[src/rtl/ps2_rx_if.sv]
// -----------------------------------------------------------------------------
// ps2_rx_if
// Scancode delivery bus between the PS/2 receiver and its consumer
// (keyboard MMIO / peripheral logic).
//   code_valid : receiver FIFO non-empty, code_data holds the head entry
//   code_ready : consumer accepts the head entry this cycle
//   code_data  : {release, extended, scancode[7:0]}
// master = receiver side, slave = consumer side.
// -----------------------------------------------------------------------------
interface ps2_rx_if;
  logic       code_valid;
  logic       code_ready;
  logic [9:0] code_data;

  modport master (
    output code_valid,
    output code_data,
    input  code_ready
  );

  modport slave (
    input  code_valid,
    input  code_data,
    output code_ready
  );
endinterface : ps2_rx_if

[src/rtl/ps2_rx.sv]
// -----------------------------------------------------------------------------
// ps2_rx
// PS/2 device-to-host receiver. Synchronises and deglitches the raw PS/2
// lines, decodes 11-bit frames (start, 8 data LSB first, odd parity, stop)
// and queues good scancodes in a first-word-fall-through FIFO.
//
// Optional feature macro: PS2_PREFIX_FOLD_EN
//   defined   : 0xE0 / 0xF0 prefix bytes are folded into bits [8]/[9] of the
//               next pushed scancode instead of being pushed themselves.
//   undefined : every good byte is pushed as {2'b00, byte}.
//
// Ports:
//   clk        in   system clock
//   rst_n      in   asynchronous active-low reset
//   ps2_clk    in   raw PS/2 clock pin (asynchronous)
//   ps2_data   in   raw PS/2 data pin (asynchronous)
//   code       if   ps2_rx_if.master : code_valid / code_ready / code_data
//   frame_err  out  one-cycle pulse: bad start, parity, stop bit or timeout
//   overflow   out  sticky: a good byte arrived while the FIFO was full
//   ovf_clear  in   clears overflow (a simultaneous set wins)
// -----------------------------------------------------------------------------
module ps2_rx #(
  parameter int FIFO_DEPTH     = 8,
  parameter int FILTER_LEN     = 4,
  parameter int TIMEOUT_CYCLES = 20000
) (
  input  logic           clk,
  input  logic           rst_n,
  input  logic           ps2_clk,
  input  logic           ps2_data,
  ps2_rx_if.master       code,
  output logic           frame_err,
  output logic           overflow,
  input  logic           ovf_clear
);

  localparam int AW = $clog2(FIFO_DEPTH);
  localparam int FW = $clog2(FILTER_LEN + 1);
  localparam int TW = $clog2(TIMEOUT_CYCLES + 1);

  localparam logic [FW-1:0] FILT_LAST = FW'(FILTER_LEN - 1);
  localparam logic [TW-1:0] TO_LAST   = TW'(TIMEOUT_CYCLES - 1);

  typedef enum logic [1:0] {
    IDLE   = 2'd0,
    DATA   = 2'd1,
    PARITY = 2'd2,
    STOP   = 2'd3
  } state_t;

  // True when the 8 data bits plus the parity bit carry odd parity.
  function automatic logic odd_parity_ok(input logic [7:0] byte_v, input logic par_v);
    return (^{byte_v, par_v}) == 1'b1;
  endfunction

  // ---------------------------------------------------------------------------
  // Input synchronisers and clock filter
  // ---------------------------------------------------------------------------
  logic          clk_meta_r;
  logic          clk_sync_r;
  logic          data_meta_r;
  logic          data_sync_r;
  logic          filt_r;
  logic          filt_d_r;
  logic [FW-1:0] filt_cnt_r;
  logic          fall_s;

  // Two-flop synchronisers for both PS/2 pins, idle level 1.
  always_ff @(posedge clk or negedge rst_n) begin
    if (!rst_n) begin
      clk_meta_r  <= 1'b1;
      clk_sync_r  <= 1'b1;
      data_meta_r <= 1'b1;
      data_sync_r <= 1'b1;
    end else begin
      clk_meta_r  <= ps2_clk;
      clk_sync_r  <= clk_meta_r;
      data_meta_r <= ps2_data;
      data_sync_r <= data_meta_r;
    end
  end

  // Filtered clock follows the synchronised clock only after FILTER_LEN
  // consecutive samples that disagree with the current filtered value.
  always_ff @(posedge clk or negedge rst_n) begin
    if (!rst_n) begin
      filt_r     <= 1'b1;
      filt_d_r   <= 1'b1;
      filt_cnt_r <= '0;
    end else begin
      filt_d_r <= filt_r;
      if (clk_sync_r != filt_r) begin
        if (filt_cnt_r == FILT_LAST) begin
          filt_r     <= clk_sync_r;
          filt_cnt_r <= '0;
        end else begin
          filt_cnt_r <= filt_cnt_r + FW'(1);
        end
      end else begin
        filt_cnt_r <= '0;
      end
    end
  end

  assign fall_s = filt_d_r & ~filt_r;

  // ---------------------------------------------------------------------------
  // Frame decoder
  // ---------------------------------------------------------------------------
  state_t        state_r;
  logic [7:0]    shift_r;
  logic [2:0]    bit_cnt_r;
  logic          par_r;
  logic [TW-1:0] to_cnt_r;
  logic          push_r;
  logic [9:0]    push_data_r;
`ifdef PS2_PREFIX_FOLD_EN
  logic          ext_r;
  logic          rel_r;
`endif

  // Frame FSM with inter-edge timeout; emits frame_err and a one-cycle push
  // request carrying the byte to queue.
  always_ff @(posedge clk or negedge rst_n) begin
    if (!rst_n) begin
      state_r     <= IDLE;
      shift_r     <= 8'h00;
      bit_cnt_r   <= 3'd0;
      par_r       <= 1'b0;
      to_cnt_r    <= '0;
      frame_err   <= 1'b0;
      push_r      <= 1'b0;
      push_data_r <= 10'h000;
`ifdef PS2_PREFIX_FOLD_EN
      ext_r       <= 1'b0;
      rel_r       <= 1'b0;
`endif
    end else begin
      frame_err <= 1'b0;
      push_r    <= 1'b0;

      if ((state_r == IDLE) || fall_s) begin
        to_cnt_r <= '0;
      end else begin
        to_cnt_r <= to_cnt_r + TW'(1);
      end

      if ((state_r != IDLE) && !fall_s && (to_cnt_r == TO_LAST)) begin
        // Line went quiet mid-frame: drop the partial byte.
        state_r   <= IDLE;
        frame_err <= 1'b1;
`ifdef PS2_PREFIX_FOLD_EN
        ext_r     <= 1'b0;
        rel_r     <= 1'b0;
`endif
      end else if (fall_s) begin
        case (state_r)
          IDLE: begin
            if (data_sync_r == 1'b0) begin
              state_r   <= DATA;
              bit_cnt_r <= 3'd0;
            end else begin
              frame_err <= 1'b1;
`ifdef PS2_PREFIX_FOLD_EN
              ext_r     <= 1'b0;
              rel_r     <= 1'b0;
`endif
            end
          end
          DATA: begin
            shift_r   <= {data_sync_r, shift_r[7:1]};
            bit_cnt_r <= bit_cnt_r + 3'd1;
            if (bit_cnt_r == 3'd7) begin
              state_r <= PARITY;
            end
          end
          PARITY: begin
            par_r   <= data_sync_r;
            state_r <= STOP;
          end
          STOP: begin
            state_r <= IDLE;
            if (data_sync_r && odd_parity_ok(shift_r, par_r)) begin
`ifdef PS2_PREFIX_FOLD_EN
              if (shift_r == 8'hE0) begin
                ext_r <= 1'b1;
              end else if (shift_r == 8'hF0) begin
                rel_r <= 1'b1;
              end else begin
                // Flags clear whether or not the push later overflows.
                push_r      <= 1'b1;
                push_data_r <= {rel_r, ext_r, shift_r};
                ext_r       <= 1'b0;
                rel_r       <= 1'b0;
              end
`else
              push_r      <= 1'b1;
              push_data_r <= {2'b00, shift_r};
`endif
            end else begin
              frame_err <= 1'b1;
`ifdef PS2_PREFIX_FOLD_EN
              ext_r     <= 1'b0;
              rel_r     <= 1'b0;
`endif
            end
          end
          default: begin
            state_r <= IDLE;
          end
        endcase
      end
    end
  end

  // ---------------------------------------------------------------------------
  // FWFT FIFO with registered valid/head outputs
  // ---------------------------------------------------------------------------
  logic [9:0]    mem_r [FIFO_DEPTH];
  logic [AW:0]   wr_ptr_r;
  logic [AW:0]   rd_ptr_r;
  logic          valid_r;
  logic [9:0]    data_r;

  logic          pop_s;
  logic          full_s;
  logic          push_do_s;
  logic          drop_s;
  logic [AW:0]   wr_ptr_nxt_s;
  logic [AW:0]   rd_ptr_nxt_s;
  logic          valid_nxt_s;
  logic [9:0]    data_nxt_s;

  assign pop_s     = valid_r & code.code_ready;
  assign full_s    = (wr_ptr_r[AW] != rd_ptr_r[AW]) &&
                     (wr_ptr_r[AW-1:0] == rd_ptr_r[AW-1:0]);
  assign push_do_s = push_r & (~full_s | pop_s);
  assign drop_s    = push_r & full_s & ~pop_s;

  // Next pointers and next head word, so valid and data can be registered.
  always_comb begin
    wr_ptr_nxt_s = wr_ptr_r + (AW+1)'(push_do_s);
    rd_ptr_nxt_s = rd_ptr_r + (AW+1)'(pop_s);
    valid_nxt_s  = (wr_ptr_nxt_s != rd_ptr_nxt_s);
    data_nxt_s   = data_r;
    if (valid_nxt_s) begin
      // The new head is the word being written this cycle when the FIFO
      // would otherwise be empty after the pop.
      if (push_do_s && (rd_ptr_nxt_s[AW-1:0] == wr_ptr_r[AW-1:0])) begin
        data_nxt_s = push_data_r;
      end else begin
        data_nxt_s = mem_r[rd_ptr_nxt_s[AW-1:0]];
      end
    end else begin
      data_nxt_s = data_r;
    end
  end

  // FIFO storage write port.
  always_ff @(posedge clk) begin
    if (push_do_s) begin
      mem_r[wr_ptr_r[AW-1:0]] <= push_data_r;
    end
  end

  // FIFO pointers, registered head/valid and sticky overflow.
  always_ff @(posedge clk or negedge rst_n) begin
    if (!rst_n) begin
      wr_ptr_r <= '0;
      rd_ptr_r <= '0;
      valid_r  <= 1'b0;
      data_r   <= 10'h000;
      overflow <= 1'b0;
    end else begin
      wr_ptr_r <= wr_ptr_nxt_s;
      rd_ptr_r <= rd_ptr_nxt_s;
      valid_r  <= valid_nxt_s;
      data_r   <= data_nxt_s;
      if (drop_s) begin
        overflow <= 1'b1;
      end else if (ovf_clear) begin
        overflow <= 1'b0;
      end else begin
        overflow <= overflow;
      end
    end
  end

  assign code.code_valid = valid_r;
  assign code.code_data  = data_r;

endmodule : ps2_rx

[src/flat_wrapper.sv]
// flat-port wrapper written by rule: the top's interface ports become plain ports
module ps2_rx_flat 
#(
  parameter int FIFO_DEPTH     = 8,
  parameter int FILTER_LEN     = 4,
  parameter int TIMEOUT_CYCLES = 20000
)
  (clk, rst_n, ps2_clk, ps2_data, frame_err, overflow, ovf_clear, code_code_valid, code_code_data, code_code_ready);
  ps2_rx_if code_i ();
  input  logic clk;
  input  logic rst_n;
  input  logic ps2_clk;
  input  logic ps2_data;
  output logic frame_err;
  output logic overflow;
  input  logic ovf_clear;
  output wire logic [$bits(code_i.code_valid)-1:0] code_code_valid;
  output wire logic [$bits(code_i.code_data)-1:0] code_code_data;
  input wire logic [$bits(code_i.code_ready)-1:0] code_code_ready;
  assign code_code_valid = code_i.code_valid;
  assign code_code_data = code_i.code_data;
  assign code_i.code_ready = code_code_ready;
  ps2_rx #(.FIFO_DEPTH(FIFO_DEPTH), .FILTER_LEN(FILTER_LEN), .TIMEOUT_CYCLES(TIMEOUT_CYCLES)) u_core (.clk(clk), .rst_n(rst_n), .ps2_clk(ps2_clk), .ps2_data(ps2_data), .code(code_i), .frame_err(frame_err), .overflow(overflow), .ovf_clear(ovf_clear));
endmodule
[config.mk]
export PLATFORM = sky130hd
export DESIGN_NAME = ps2_rx_flat
export DESIGN_NICKNAME = d
export VERILOG_FILES = /design/src/rtl/ps2_rx_if.sv /design/src/rtl/ps2_rx.sv /design/src/flat_wrapper.sv
export SDC_FILE = /design/constraint.sdc
export NUM_CORES = 1
export LEC_CHECK = 0
export CAP_MARGIN = 20
export CELL_PAD_IN_SITES_DETAIL_PLACEMENT = 1
export CELL_PAD_IN_SITES_GLOBAL_PLACEMENT = 1
export CORE_UTILIZATION = 55
export DETAILED_ROUTE_END_ITERATION = 12
export PLACE_DENSITY_LB_ADDON = 0.3
export SYNTH_ARGS = -nofsm -noshare
export SYNTH_HDL_FRONTEND = slang
export SYNTH_SLANG_ARGS = --single-unit
[constraint.sdc]
create_clock -name clk -period 6.9 [get_ports clk]
set_clock_uncertainty 0.1 [all_clocks]
set_input_delay 1.38 -clock clk [delete_from_list [all_inputs] [get_ports clk]]
set_output_delay 1.38 -clock clk [all_outputs]
set_load 0.1 [all_outputs]
==> Word-level counts from Yosys, hierarchy flattened <==
Memories as Yosys holds them, arrays and structs flattened. A register that Yosys moved wholly into a read port is not among the register bits.
Cells that the tools add are included.
{ "word_totals": {"wordCells": 94, "reg_bits": 68, "inputBits": 6, "n_memories": 1, "ram_bits": 64, "output_inout_bits": 13} }
{ "op_classes": {"bitwise_logic": 10, "eq_ne": 14, "muxes": 24, "add_sub_neg": 5, "n_reduce_logical": 20} }
{ "memory_table": {"columns": ["memory", "depth", "word_bits", "rd", "rd_clocked_by_memory_dff", "write_ports", "line_no", "rtl"], "rows": [
  ["u_core.mem_r", 8, 8, 1, 1, 1, "ps2_rx.sv:219", "logic [9:0] mem_r [FIFO_DEPTH];"]
]} }
{ "op_table": {"columns": ["operator", "count"], "rows": [
  ["$add A15 B1 Y15 const B", 1],
  ["$eq A15 B15 Y1 const B", 1],
  ["$mux W15", 1],
  ["$mux W1", 12],
  ["$mux W10", 1],
  ["$mux W3", 3],
  ["$reduce_and A3 Y1", 3],
  ["$reduce_xor A9 Y1", 1],
  ["$add A4 B1 Y4", 2],
  ["$mux W2", 4],
  ["$pmux W2 S4", 1],
  ["$reduce_and A4 Y1", 2],
  ["$reduce_bool A2 Y1", 4],
  ["$add A3 B1 Y3 const B", 2],
  ["$eq A3 B3 Y1", 2],
  ["$pmux W3 S2", 1],
  ["$and A1 B1 Y1", 5],
  ["$logic_and A1 B1 Y1", 5],
  ["$eq A2 B2 Y1 const B", 2],
  ["$ne A4 B4 Y1", 1],
  ["$not A1 Y1", 4],
  ["$eq A3 B2 Y1 const B", 1],
  ["$eq A3 B3 Y1 const B", 1],
  ["$ne A3 B1 Y1 const B", 1],
  ["other kinds (10)", 12]
]} }

==> Logic depth before layout (Yosys ltp) <==
{ "depth": {"word_depth": 7, "depth_mapped": 12, "depth_no_buf": 10} }

==> Worst setup path after synthesis <==
Ideal clock, no wire load.
{ "synth_timing": {"path_kind": "in2reg", "start": "input port code_code_ready", "end": "register u_core.data_r[0] (netlist: u_core.code.code_data[0]), read port of u_core.mem_r", "n_path_buf": 1, "required_ps": 6674, "arrival_time_ps": 3998, "path_slack_ps": 2676, "path_stages": 11, "setup_ps": 126, "path_cell_list": "and2_1 > or2b_2 > o21ai_1 > inv_1 > ha_1 > ha_1 > xor2_1 > xor2_1 > or4_1 > buf_6 > mux2_4"} }
{ "synth_between": {"elab_chain_len": 5, "elab_cells_between_ends": 6, "classes_between": "add/sub: 2; eq/ne: 1; bitwise: 3"} }
{ "synth_lines": {"columns": ["element", "line_no", "rtl"], "rows": [
  ["start, declared", "flat_wrapper.sv:19", "input wire logic [$bits(code_i.code_ready)-1:0] code_code_ready;"],
  ["$and A1 B1 Y1", "ps2_rx.sv:234", "assign pop_s = valid_r & code.code_ready;"],
  ["$or A1 B1 Y1", "ps2_rx.sv:237", "assign push_do_s = push_r & (~full_s | pop_s);"],
  ["$and A1 B1 Y1", "ps2_rx.sv:237", null],
  ["$add A4 B1 Y4", "ps2_rx.sv:242", "wr_ptr_nxt_s = wr_ptr_r + (AW+1)'(push_do_s);"],
  ["net u_core.wr_ptr_nxt_s[2]", "ps2_rx.sv:229", "logic [AW:0] wr_ptr_nxt_s;"],
  ["$ne A4 B4 Y1", "ps2_rx.sv:244", "valid_nxt_s = (wr_ptr_nxt_s != rd_ptr_nxt_s);"],
  ["net u_core.valid_nxt_s", "ps2_rx.sv:231", "logic valid_nxt_s;"],
  ["end, declared", "ps2_rx.sv:223", "logic [9:0] data_r;"]
]} }
The timed path passes the listed nets, and every way through them passes these cells.
A chain may end at the register's enable or synchronous reset.

==> Worst setup path in the final report <==
{ "layout_timing": {"start": "input port code_code_ready", "end": "register u_core.data_r[7] (netlist: u_core.code.code_data[7]), read port of u_core.mem_r"} }
{ "layout_between": {"elab_chain_len": 5, "elab_cells_between_ends": 6, "classes_between": "add/sub: 2; eq/ne: 1; bitwise: 3"} }
{ "layout_lines": {"columns": ["element", "line_no"], "rows": [
  ["$and A1 B1 Y1", "ps2_rx.sv:234"],
  ["$or A1 B1 Y1", "ps2_rx.sv:237"],
  ["$and A1 B1 Y1", "ps2_rx.sv:237"],
  ["$add A4 B1 Y4", "ps2_rx.sv:242"],
  ["net u_core.wr_ptr_nxt_s[2]", "ps2_rx.sv:229"],
  ["$ne A4 B4 Y1", "ps2_rx.sv:244"]
]} }
The timed path passes the listed nets, and every way through them passes these cells.

==> results by group <==
Finish
  – Layout Nets: between 400 and 500
  – Synth-to-Final Area Change: 16.9%
  – Layout cell share with drive strength beyond 1: 0.227
  – # fillers: 891
  – Antenna Cells: 0

Critical path
  – CP Capture Type: flip-flop
  – Worst Path Arrival: about 4.9 ns
  – WP data required: 7.21 ns
  – Max incr delay on CP: 0.80 ns
  – RR Endpoint: u_core.code.code_data[7]
  – Sequence of cells on the critical path: clkdlybuf4s50_1 -> and2_1 -> or2b_2 -> o21ai_1 -> inv_1 -> ha_1 -> ha_1 -> xor2_1 -> xor2_1 -> or4_1 -> mux2_4
  – Crit-path max FO: 9
  – R2r worst-path depth: 10
  – Crit Path Category: input port to flip-flop
  – Worst path depth: 11
  – Startpoint types: input port
  – Critical path buffers and inverters: 2
  – R2R setup slack: 2.91 ns
  – Worst R2R Start: u_core.wr_ptr_r[1]
  – Delay-heaviest family, CP: simple AND/OR/NAND/NOR gates
  – Worst path slowest cell: or4_1

Timing
  – Least-Margin Pin Slew: between 0.9 and 1 ns
  – # setup viols final: 0
  – Final critical-path share of the clock period: 0.669
  – Final worst slack: roughly 2.3 ns
  – Peak Freq: 217 MHz
  – Slew Limit Fails: 0
  – Final Hold Violating Endpoints: 0
  – Post-layout min period: 4.62 ns
  – Setup_tns: 0 ns
  – Max_slew headroom: 0.334
  – RSZ-0062 raised after global routing: false

Die
  – Die Width: 104 µm
  – Die height: 104 µm
  – Core Region: 9910 µm²
  – Die area: 10800 µm²
  – Row count: 36
  – Io pins: 19
  – Initial core utilization: 0.574

Global routing
  – Vias in the first global route: about 3500
  – Largest net degree at the start of global routing: 67
  – Gr usage total: 0.241
  – Gr ovfl total: 0
  – Initial antenna violation count: 0
  – First-pass GRT wire length: 19000 µm

Logic synthesis
  – Synth Instances: 374
  – Largest area contributor in the netlist: edfxtp_1
  – Yosys top cell area share: 0.338
  – Ys Warns: 0
  – Sequential share of the synthesized area: 0.629
  – Mapped Area: 5690 µm²
  – Post-synth cell types: 45
  – Syn_area_per_cell: 15.2 µm²
  – Post-synth EDFFs: 64
  – Synth area leaders: edfxtp_1 (34%), dfrtp_1 (26%), mux2_4 (4.2%)
  – Ys async rst share: 0.508
  – Top_reg_cell synth: edfxtp_1
  – Yosys reg bits: 130

Clock network
  – Clock Tree Buf Depth: 2
  – Clk sink count: 130
  – CTS tree: built
  – Post-CTS setup buffers: 0
  – CTS root buf: clkbuf_8
  – Clock transition at path regs: 0.06 ns
  – Hold-fix buffers, CTS: 0
  – Post-CTS sizing: 0
  – CTS buffer count: 17
  – Worst-skew pair later-pin latency: 0.53 ns
  – H-tree levels: 4

Worst hold path
  – Hold depth: 0
  – Hold path startpoint: u_core.data_meta_r
  – Hold Crit Class: flip-flop to flip-flop
  – WHS Endpoint: u_core.data_sync_r

Routing
  – DRT Wirelength: roughly 12000 µm
  – First drt pass iteration count: 4
  – Detailed Route Iter0 Violations: 121
  – Post-DR vias/cell: 5.65
  – Vias: 3113
  – Post-DRT Antenna Nets: 0
  – Average wire per cell in the routed design: 21.2 µm
  – Residual DRC count: 0

Placement
  – DP HPWL: 6990 µm
  – Pre-CTS setup slack: 1.80 ns
  – Routability Congestion: 0.745
  – # port buffers: 16

Power
  – P_leak: 0.00272 µW
  – PwrDens: 465 nW/µm²
  – Peak supply drop: 0.257 mV

Outcome
  – Status: finished, final reports clean

Run
  – Number of max-cap violations: 0
## synth_stat cells (2+ instances only)
| master | n |
|---|---|
| edfxtp_1 | 64 |
| dfrtp_1 | 60 |
| nand2_1 | 38 |
| nor2_1 | 18 |
| mux2_2 | 17 |
| xnor2_1 | 17 |
| mux2_4 | 16 |
| xor2_1 | 16 |
| ha_1 | 12 |
| inv_1 | 11 |
| o21ai_0 | 9 |
| mux4_1 | 8 |
| mux4_2 | 8 |
| nand3_1 | 8 |
| clkbuf_1 | 7 |
| dfstp_2 | 6 |
| nor3_1 | 5 |
| buf_6 | 4 |
| nand4_1 | 4 |
| nor3b_1 | 4 |
| nor4_1 | 4 |
| a21oi_1 | 3 |
| nand2b_1 | 3 |
| nor4b_1 | 3 |
| a32o_1 | 2 |
| and2_1 | 2 |
| and4_1 | 2 |
| buf_2 | 2 |
| buf_4 | 2 |
| nand3b_1 | 2 |
| or4_1 | 2 |
| xnor3_1 | 2 |
## cells by family after synthesis
group | after synthesis | share of synthesized area
compound gates | 19 | 0.0220
flops | 130 | 0.629
simple gates | 100 | 0.0884
other cells | 1 | 0.000659
xor+xnor | 36 | 0.0615
buf+inv | 27 | 0.0277
fa+ha+maj | 12 | 0.0264
mux | 49 | 0.144
## report_power, final
part           internal, µW  switching (µW)
registers               936             118
clock network           633             337
logic                   503             564
## metal layers
layer  vias up  routed length (µm)  global-route usage
met5         -                   0                   0
met4         0                 220              0.0939
met3        22                 350              0.0661
met2        46                6490               0.427
met1      1624                4610               0.279
li1       1421                   -                   -
## layout by cell type (no fill, tap or decap), drive strengths merged, types with 12 or more instances in the layout
cell           synthesis  final
dfrtp                 60     60
mux4                  16     16
mux2                  33     33
ha                    12     12
edfxtp                64     64
nor2                  18     18
xnor2                 17     17
nand2                 38     38
clkbuf                 7     19
xor2                  17     17
buf                    9     12
clkdlybuf4s50          0     15
## state kept, by name, summed over array words and instances, names as in the netlist, 2 cells and up
register / count
u_core.code.code_data: 8
u_core.filt_cnt_r: 3
u_core.shift_r: 8
u_core.to_cnt_r: 15
u_core.wr_ptr_r: 4
u_core.state_r: 2
u_core.rd_ptr_r: 4
u_core.push_data_r: 8
u_core.bit_cnt_r: 3
u_core.mem_r: 64
## layout make-up
| type | count | area [µm²] | area share |
|---|---|---|---|
| clock buffers | 19 | 432 | 0.0649 |
| clock inverters | 13 | 209 | 0.0314 |
| inverters | 11 | 41.3 | 0.00621 |
| multi-input cells | 218 | 1960 | 0.294 |
| flip-flops and latches | 130 | 3580 | 0.538 |
| well taps | 133 | 166 | 0.0250 |
| repair buffers | 27 | 265 | 0.0399 |
## metrics by stage
| step | power (µW) | hold WS [ns] | cells | utilization | area, µm² |
|---|---|---|---|---|---|
| 3_5_place_dp | 2070 | 0.247 | 517 | 0.602 | 5970 |
| 3_3_place_gp | 2030 | 0.246 | 517 | 0.602 | 5970 |
| 4_1_cts | 3070 | 0.256 | 549 | 0.667 | 6610 |
| 2_1_floorplan | 1910 | 0.245 | 375 | - | 5700 |
| 6_report | 3090 | 0.256 | 551 | 0.671 | 6650 |
| 5_1_grt | 3230 | 0.265 | 551 | 0.671 | 6650 |
## worst max-delay path by stage
stage	from	slack [ns]	to
global placement	code_code_ready	1.96	u_core.code.code_data[4]
global route	code_code_ready	2.06	u_core.code.code_data[5]
detailed placement	code_code_ready	1.80	u_core.code.code_data[3]
CTS	code_code_ready	2.25	u_core.code.code_data[7]
floorplan	code_code_ready	2.68	u_core.code.code_data[0]
finish	code_code_ready	2.28	u_core.code.code_data[7]
No activity file was read; power rests on OpenSTA's default activity.
